==> src/rtl/mem_arbiter.sv <==
`default_nettype none
// ============================================================================
// Module   : mem_arbiter
// Brief    : Two-port (CPU / debug) arbiter in front of one single-port RAM.
//            Round-robin on contested requests and back-to-back hand-over from
//            RESP straight into GRANT. Keeps a saturating count of contested
//            arbitrations.
// Revision : 1.0 - initial release
// ============================================================================
module mem_arbiter #(
  parameter int AW = 8,
  parameter int DW = 32
) (
  input  logic          clk,
  input  logic          rst_n,
  input  logic          cpu_req,
  input  logic          cpu_we,
  input  logic [AW-1:0] cpu_addr,
  input  logic [DW-1:0] cpu_wdata,
  output logic          cpu_ack,
  output logic [DW-1:0] cpu_rdata,
  output logic          cpu_stall,
  input  logic          dbg_req,
  input  logic          dbg_we,
  input  logic [AW-1:0] dbg_addr,
  input  logic [DW-1:0] dbg_wdata,
  output logic          dbg_ack,
  output logic [DW-1:0] dbg_rdata,
  output logic [AW-1:0] mem_addr,
  output logic          mem_we,
  output logic [DW-1:0] mem_wdata,
  input  logic [DW-1:0] mem_rdata,
  output logic [15:0]   conflict_cnt
);

  localparam logic [1:0] c_IDLE  = 2'd0;
  localparam logic [1:0] c_GRANT = 2'd1;
  localparam logic [1:0] c_RESP  = 2'd2;

  localparam logic c_CPU = 1'b0;
  localparam logic c_DBG = 1'b1;

  localparam logic [15:0] c_CNT_MAX = 16'hFFFF;

  logic [1:0]  r_state;
  logic [1:0]  w_state_nxt;
  logic        r_owner;
  logic        w_owner_nxt;
  logic        r_last_owner;
  logic        w_last_owner_nxt;
  logic [15:0] r_conflict_cnt;
  logic [15:0] w_conflict_cnt_nxt;
  logic        w_conflict;
  logic        w_other_req;

  // Request of whichever port does not currently own the RAM.
  assign w_other_req = (r_owner == c_DBG) ? cpu_req : dbg_req;

  // Saturating contest counter: freezes at all-ones instead of wrapping.
  assign w_conflict_cnt_nxt = (w_conflict && (r_conflict_cnt != c_CNT_MAX))
                              ? r_conflict_cnt + 16'd1 : r_conflict_cnt;

  // State register: FSM, ownership and contest counter, async active-low reset.
  always_ff @(posedge clk or negedge rst_n) begin
    if (!rst_n) begin
      r_state        <= c_IDLE;
      r_owner        <= c_CPU;
      r_last_owner   <= c_DBG;
      r_conflict_cnt <= '0;
    end else begin
      r_state        <= w_state_nxt;
      r_owner        <= w_owner_nxt;
      r_last_owner   <= w_last_owner_nxt;
      r_conflict_cnt <= w_conflict_cnt_nxt;
    end
  end

  // Next-state logic: arbitration in IDLE, direct hand-over from RESP.
  always_comb begin
    w_state_nxt      = r_state;
    w_owner_nxt      = r_owner;
    w_last_owner_nxt = r_last_owner;
    w_conflict       = 1'b0;
    case (r_state)
      c_IDLE: begin
        if (cpu_req && dbg_req) begin
          // Contested: the port that was served last loses.
          w_owner_nxt = ~r_last_owner;
          w_conflict  = 1'b1;
          w_state_nxt = c_GRANT;
        end else if (cpu_req) begin
          w_owner_nxt = c_CPU;
          w_state_nxt = c_GRANT;
        end else if (dbg_req) begin
          w_owner_nxt = c_DBG;
          w_state_nxt = c_GRANT;
        end
      end
      c_GRANT: begin
        // Access is committed once granted; a dropped req does not abort it.
        w_state_nxt = c_RESP;
      end
      c_RESP: begin
        w_last_owner_nxt = r_owner;
        // The owner's own req is still high here and must not re-win.
        if (w_other_req) begin
          w_owner_nxt = ~r_owner;
          w_conflict  = 1'b1;
          w_state_nxt = c_GRANT;
        end else begin
          w_state_nxt = c_IDLE;
        end
      end
      default: w_state_nxt = c_IDLE;
    endcase
  end

  // Output logic: RAM drive from owner, one-cycle ack with gated read data.
  always_comb begin
    mem_addr  = (r_owner == c_DBG) ? dbg_addr  : cpu_addr;
    mem_wdata = (r_owner == c_DBG) ? dbg_wdata : cpu_wdata;
    mem_we    = 1'b0;
    cpu_ack   = 1'b0;
    dbg_ack   = 1'b0;
    cpu_rdata = '0;
    dbg_rdata = '0;
    if (r_state == c_GRANT) begin
      mem_we = (r_owner == c_DBG) ? dbg_we : cpu_we;
    end
    if (r_state == c_RESP) begin
      if (r_owner == c_DBG) begin
        dbg_ack   = 1'b1;
        dbg_rdata = mem_rdata;
      end else begin
        cpu_ack   = 1'b1;
        cpu_rdata = mem_rdata;
      end
    end
  end

  assign cpu_stall    = cpu_req & ~cpu_ack;
  assign conflict_cnt = r_conflict_cnt;

endmodule
`default_nettype wire

==> config.mk <==
export PLATFORM = sky130hd
export DESIGN_NAME = mem_arbiter
export DESIGN_NICKNAME = d
export VERILOG_FILES = /design/src/rtl/mem_arbiter.sv
export SDC_FILE = /design/constraint.sdc
export NUM_CORES = 1
export LEC_CHECK = 0
export CAP_MARGIN = 10
export CORE_AREA = 2 2 95 97
export DETAILED_ROUTE_END_ITERATION = 10
export DIE_AREA = 0 0 97 99
export HOLD_SLACK_MARGIN = 0.15
export PLACE_DENSITY = 0.7
export SKIP_CTS_REPAIR_TIMING = 1
export SLEW_MARGIN = 40
export SYNTH_ARGS = -nofsm -noshare
export SYNTH_HDL_FRONTEND = slang
export SYNTH_SLANG_ARGS = --single-unit
==> constraint.sdc <==
create_clock -name clk -period 1.9 [get_ports clk]
set_input_delay 0.475 -clock clk [delete_from_list [all_inputs] [get_ports clk]]
set_output_delay 0.475 -clock clk [all_outputs]
set_load 0.03 [all_outputs]
Yosys cells after proc, flatten, opt, wreduce, memory -nomap -nowiden
Index checks and enable logic that the tools add are counted.
- flip-flop bits (word level): 20
- input bits: 118
- output and inout port bits: 124
- logic and storage cells: 45
- add/subtract/negate cells: 1
- equality and inequality tests: 5
- mux-type cells: 26
- bitwise logic cells: 4
- reductions and logical operators: 5
- operators with widths (operator ; count):
    32-bit two-way mux ; 5
    16-bit by 1-bit adder with 16-bit output, second input constant ; 1
    16-bit != test, second input constant ; 1
    1-bit two-way mux ; 14
    8-bit two-way mux ; 1
    2-bit two-way mux ; 3
    2-bit case mux with 3 select lines ; 1
    4-bit != test, second input constant ; 1
    1-bit case mux with 2 select lines ; 2
    1-bit inverter ; 3
    3-bit AND reduction ; 1
    2-bit by 1-bit equality test with 1-bit output, second input constant ; 1
    2-bit equality test, second input constant ; 1
    1-bit logical AND ; 2
    2-bit logical NOT ; 1
    2-bit != test, second input constant ; 1
    2-bit nonzero test ; 1
    1-bit AND ; 1

Logic depth before layout (Yosys ltp)
- word-level depth: 4
- mapped depth: 5
- gate-level depth less buffers: 5

Least setup slack after synthesis
OpenSTA, ideal clock, no wires.
- kind: reg-to-output
- from: reg r_state[0]
- to: out cpu_rdata[22]
- arrival: 1.656 ns
- required time: 1.425 ns
- setup slack: -0.231 ns
- stages on the path, launching flop included: 5
- path buffers: 1
- cell sequence: dfrtp_1 > nand2b_1 > nor2_1 > clkbuf_1 > and2_1
- longest elaborated chain between the ends: 2
- ends and longest elaborated chain (element ; RTL line ; source):
    start, declared ; 45 ; logic [1:0] r_state;
    start signal, assigned ; 66 ; r_state <= c_IDLE;
    start signal, assigned ; 71 ; r_state <= w_state_nxt;
    2-bit equality test ; 130 ; if (r_state == c_RESP) begin
    32-bit two-way mux ; 130 ;
    end, declared ; 21 ; output logic [DW-1:0] cpu_rdata,
Every way passes these cells.

Final worst setup path
- from: reg r_state[0]
- to: out dbg_rdata[5]
- longest elaborated chain between the ends: 2
- ends and longest elaborated chain (element ; RTL line ; source):
    2-bit equality test ; 130 ;
    32-bit two-way mux ; 130 ;
    end, declared ; 28 ; output logic [DW-1:0] dbg_rdata,
Every way passes these cells.

==> results.sh <==
export IMPL_core_area_um2=8551
export IMPL_initial_core_util=0.2324
export IMPL_crit_path_end_kind="output pin"
export IMPL_ir_drop_uv=684.9
export IMPL_dp_cells=564
export IMPL_grt_first_pass_wirelength_um=14010
export IMPL_drt_iter0_markers=43
export IMPL_cts_sinks=20
export IMPL_final_common_cell="clkdlybuf4s50_1"
export IMPL_ys_warn_count=0
export IMPL_clk_latency_ns=0.26
export IMPL_internal_power_mw=3.361
export IMPL_outcome="finished with violations"
export IMPL_fill_cells=683
export IMPL_arrival_ns=1.52
export IMPL_tightestPinTransition_ns=0.4676
export IMPL_rsz0062_at_grt="true"
export IMPL_finalSetupTns_ns=-3.896
export IMPL_fin_crit_ns=1.991
export IMPL_crit_fanout=17
export IMPL_cap_violations=0
export IMPL_placedInstanceArea_um2=4427
export IMPL_path_cells="nand2b_4 > nor2_4 > clkbuf_16 > and2_1 > buf_6"
export IMPL_clk_pin_slew_worst_paths_ns=0.08
export IMPL_p_leak_nw=2.642
export IMPL_syn_nets=334
export IMPL_fin_cells=582
export IMPL_viasPerCell=4.593
export IMPL_grt_max_degree=42
export IMPL_swShare=0.4536
export IMPL_first_pass_iters=4
export IMPL_clkPwrFrac=0.053
export IMPL_layout_common_cells="clkdlybuf4s50_1, buf_6, mux2_4"
export IMPL_slew_headroom=0.6880
export IMPL_p_total_mw=6.151
export IMPL_required_ns=1.42
export IMPL_cts_tree="built"
export IMPL_rows=34
export IMPL_fp_dieH_um=99
export IMPL_final_period_utilization=1.048
export IMPL_pwr_share_seq=0.113
export IMPL_root_buffer="clkbuf_8"
export IMPL_antenna_found_initial=0
export IMPL_syn_inst=215
export IMPL_avgRoutedWirePerCell_um=19.53
export IMPL_numCtsBuffers=3
export IMPL_cpMaxStageDelayCell="dfrtp_1"
export IMPL_postRouteAntennaNets=0
export IMPL_finalHoldViolCount=0
export IMPL_h_tree_depth=1
export IMPL_grt_pass1_vias=2585
export IMPL_fmax_mhz=502.1
export IMPL_area_growth_pct=170.2
export IMPL_antennaDiodeCount=0
export IMPL_drc_errors=0
export IMPL_clk_path_buf_depth=2
export IMPL_violations="negative setup slack"
export IMPL_die_area_um2=9603
export IMPL_ys_seq_elements=20
export IMPL_final_max_slew_viol_count=0
export IMPL_syn_avg_cell_area_um2=9.241
export IMPL_ys_seq_area_frac=0.2525
export IMPL_path_class="register to output pin"
export IMPL_netlist_area_um2=1987
export IMPL_fin_ws_ns=-0.09149
export IMPL_fin_skew_ns=0.004946
export IMPL_fin_nets=594
export IMPL_powerDensity_nw_per_um2=1146
export IMPL_grt_overflow_total=0
export IMPL_gp_congestion=0.8306
export IMPL_drive_gt1_frac=0.4768
export IMPL_power_switching_mw=2.790
export IMPL_vias=2673
export IMPL_dpl_hpwl_um=7891
export IMPL_hold_class="register to register"
export IMPL_fin_area_um2=5369
export IMPL_synth_cell_types=37
export IMPL_comb_power_share=0.834
export IMPL_worst_setup_path_start_kind="register"
export IMPL_cpPeakStageDelay_ns=0.38
export IMPL_port_buffer_count=241
export IMPL_io_pin_count=242
export IMPL_grt_use_total=0.1807
export IMPL_drt_wl_total_um=11370
export IMPL_finalSetupViolCount=105
export IMPL_die_w_um=97
==> worst max-delay path, delay by kind of cell (launching register included) <==
family                 cells  cell delay (ns)
buffers and inverters      2             0.34
flip-flops                 1             0.38
AND/OR/NAND/NOR            3             0.53
==> per-stage QoR <==
stage / hold slack [ns] / setup slack, ns / util
2_1_floorplan: 0.1794 / 0.007149 / -
3_3_place_gp: 0.4991 / -0.2609 / 0.5177
3_5_place_dp: 0.5131 / -0.3432 / 0.5177
4_1_cts: 0.5253 / -0.2006 / 0.5241
5_1_grt: 0.5376 / -0.1717 / 0.6279
6_report: 0.5205 / -0.09149 / 0.6279
==> state kept, by name (all words and copies together) (netlist names) <==
name          flops
conflict_cnt     16
r_state           2
r_last_owner      1
r_owner           1
==> power by group through the flow <==
stage / combinational [mW] / clock [mW] / sequential (mW)
after floorplan: 2.10 / 0 / 0.814
after global placement: 3.83 / 0 / 0.705
after detailed placement: 3.84 / 0 / 0.713
after CTS: 3.86 / 0.334 / 0.707
after global routing: 5.31 / 0.364 / 0.724
final: 5.13 / 0.326 / 0.697
==> logic make-up (layout without fill, tap and decap cells) <==
logic type | after synthesis | in the layout | share of synthesized area
adders and majority gates | 1 | 1 | 0.006296
and+or+nand+nor | 113 | 113 | 0.3571
DFF | 20 | 20 | 0.2525
AOI/OAI and AO/OA | 9 | 9 | 0.03778
muxes | 48 | 48 | 0.2727
buffers and inverters | 13 | 272 | 0.02518
xor gates and xnor gates | 11 | 11 | 0.04849
==> final timing paths <==
path                              startpoint  slack, ns                to  cells after the start
worst min-delay path            r_last_owner       0.52      r_last_owner                      1
worst max-delay path              r_state[0]      -0.09      dbg_rdata[5]                      5
worst max register to register       r_owner       0.01   conflict_cnt[1]                      6
max in group asynchronous              rst_n       1.05      r_last_owner                      2
worst min register to register  r_last_owner       0.52      r_last_owner                      1
min in group asynchronous              rst_n       0.58  conflict_cnt[11]                      2
==> cells in the mapped netlist <==
cell type	number	share of area
a2bb2oi_2	2	0.015
nand4_4	1	0.011
dfrtp_1	19	0.24
o21ai_0	3	0.0076
nand3b_1	1	0.0038
nor3_1	6	0.015
nor2_1	5	0.0094
nand4_2	1	0.0063
mux2i_1	2	0.010
a21o_1	1	0.0038
dfstp_2	1	0.013
a21oi_1	1	0.0025
a221o_1	1	0.0050
mux2_4	1	0.0076
and4_1	1	0.0044
clkbuf_1	6	0.011
nand3_1	9	0.023
nor4b_1	1	0.0044
nor2b_1	4	0.013
a211oi_1	1	0.0038
nand2_1	6	0.011
nor3b_1	2	0.0076
inv_1	2	0.0038
mux2_2	42	0.24
and3_1	2	0.0063
nor2_2	1	0.0032
ha_1	1	0.0063
nand4_1	1	0.0032
nand2b_1	1	0.0032
nor4_1	5	0.016
nor4_4	1	0.011
xor2_1	11	0.048
mux2_1	3	0.017
buf_2	1	0.0025
and2_1	64	0.20
buf_1	4	0.0076
nor4bb_1	1	0.0050
==> cell type report <==
cell class / count / area (um2) / share of cell area
Tap cell: 108 / 135.1 / 0.02517
Sequential cell: 20 / 503.0 / 0.09368
Inverter: 2 / 7.507 / 0.001398
Clock buffer: 4 / 55.05 / 0.01025
Multi-Input combinational cell: 182 / 1700 / 0.3167
Timing Repair Buffer: 266 / 2968 / 0.5528
==> metal layers <==
metal | global-route usage | share of wire | vias to the layer above
met2 | 0.3269 | 0.52 | 132
li1 | - | - | 1270
met5 | 0 | 0 | -
met1 | 0.2038 | 0.37 | 1261
met4 | 0.01517 | 0.014 | 0
met3 | 0.08227 | 0.095 | 10
Note: power is estimated with default switching activity, not from simulation.
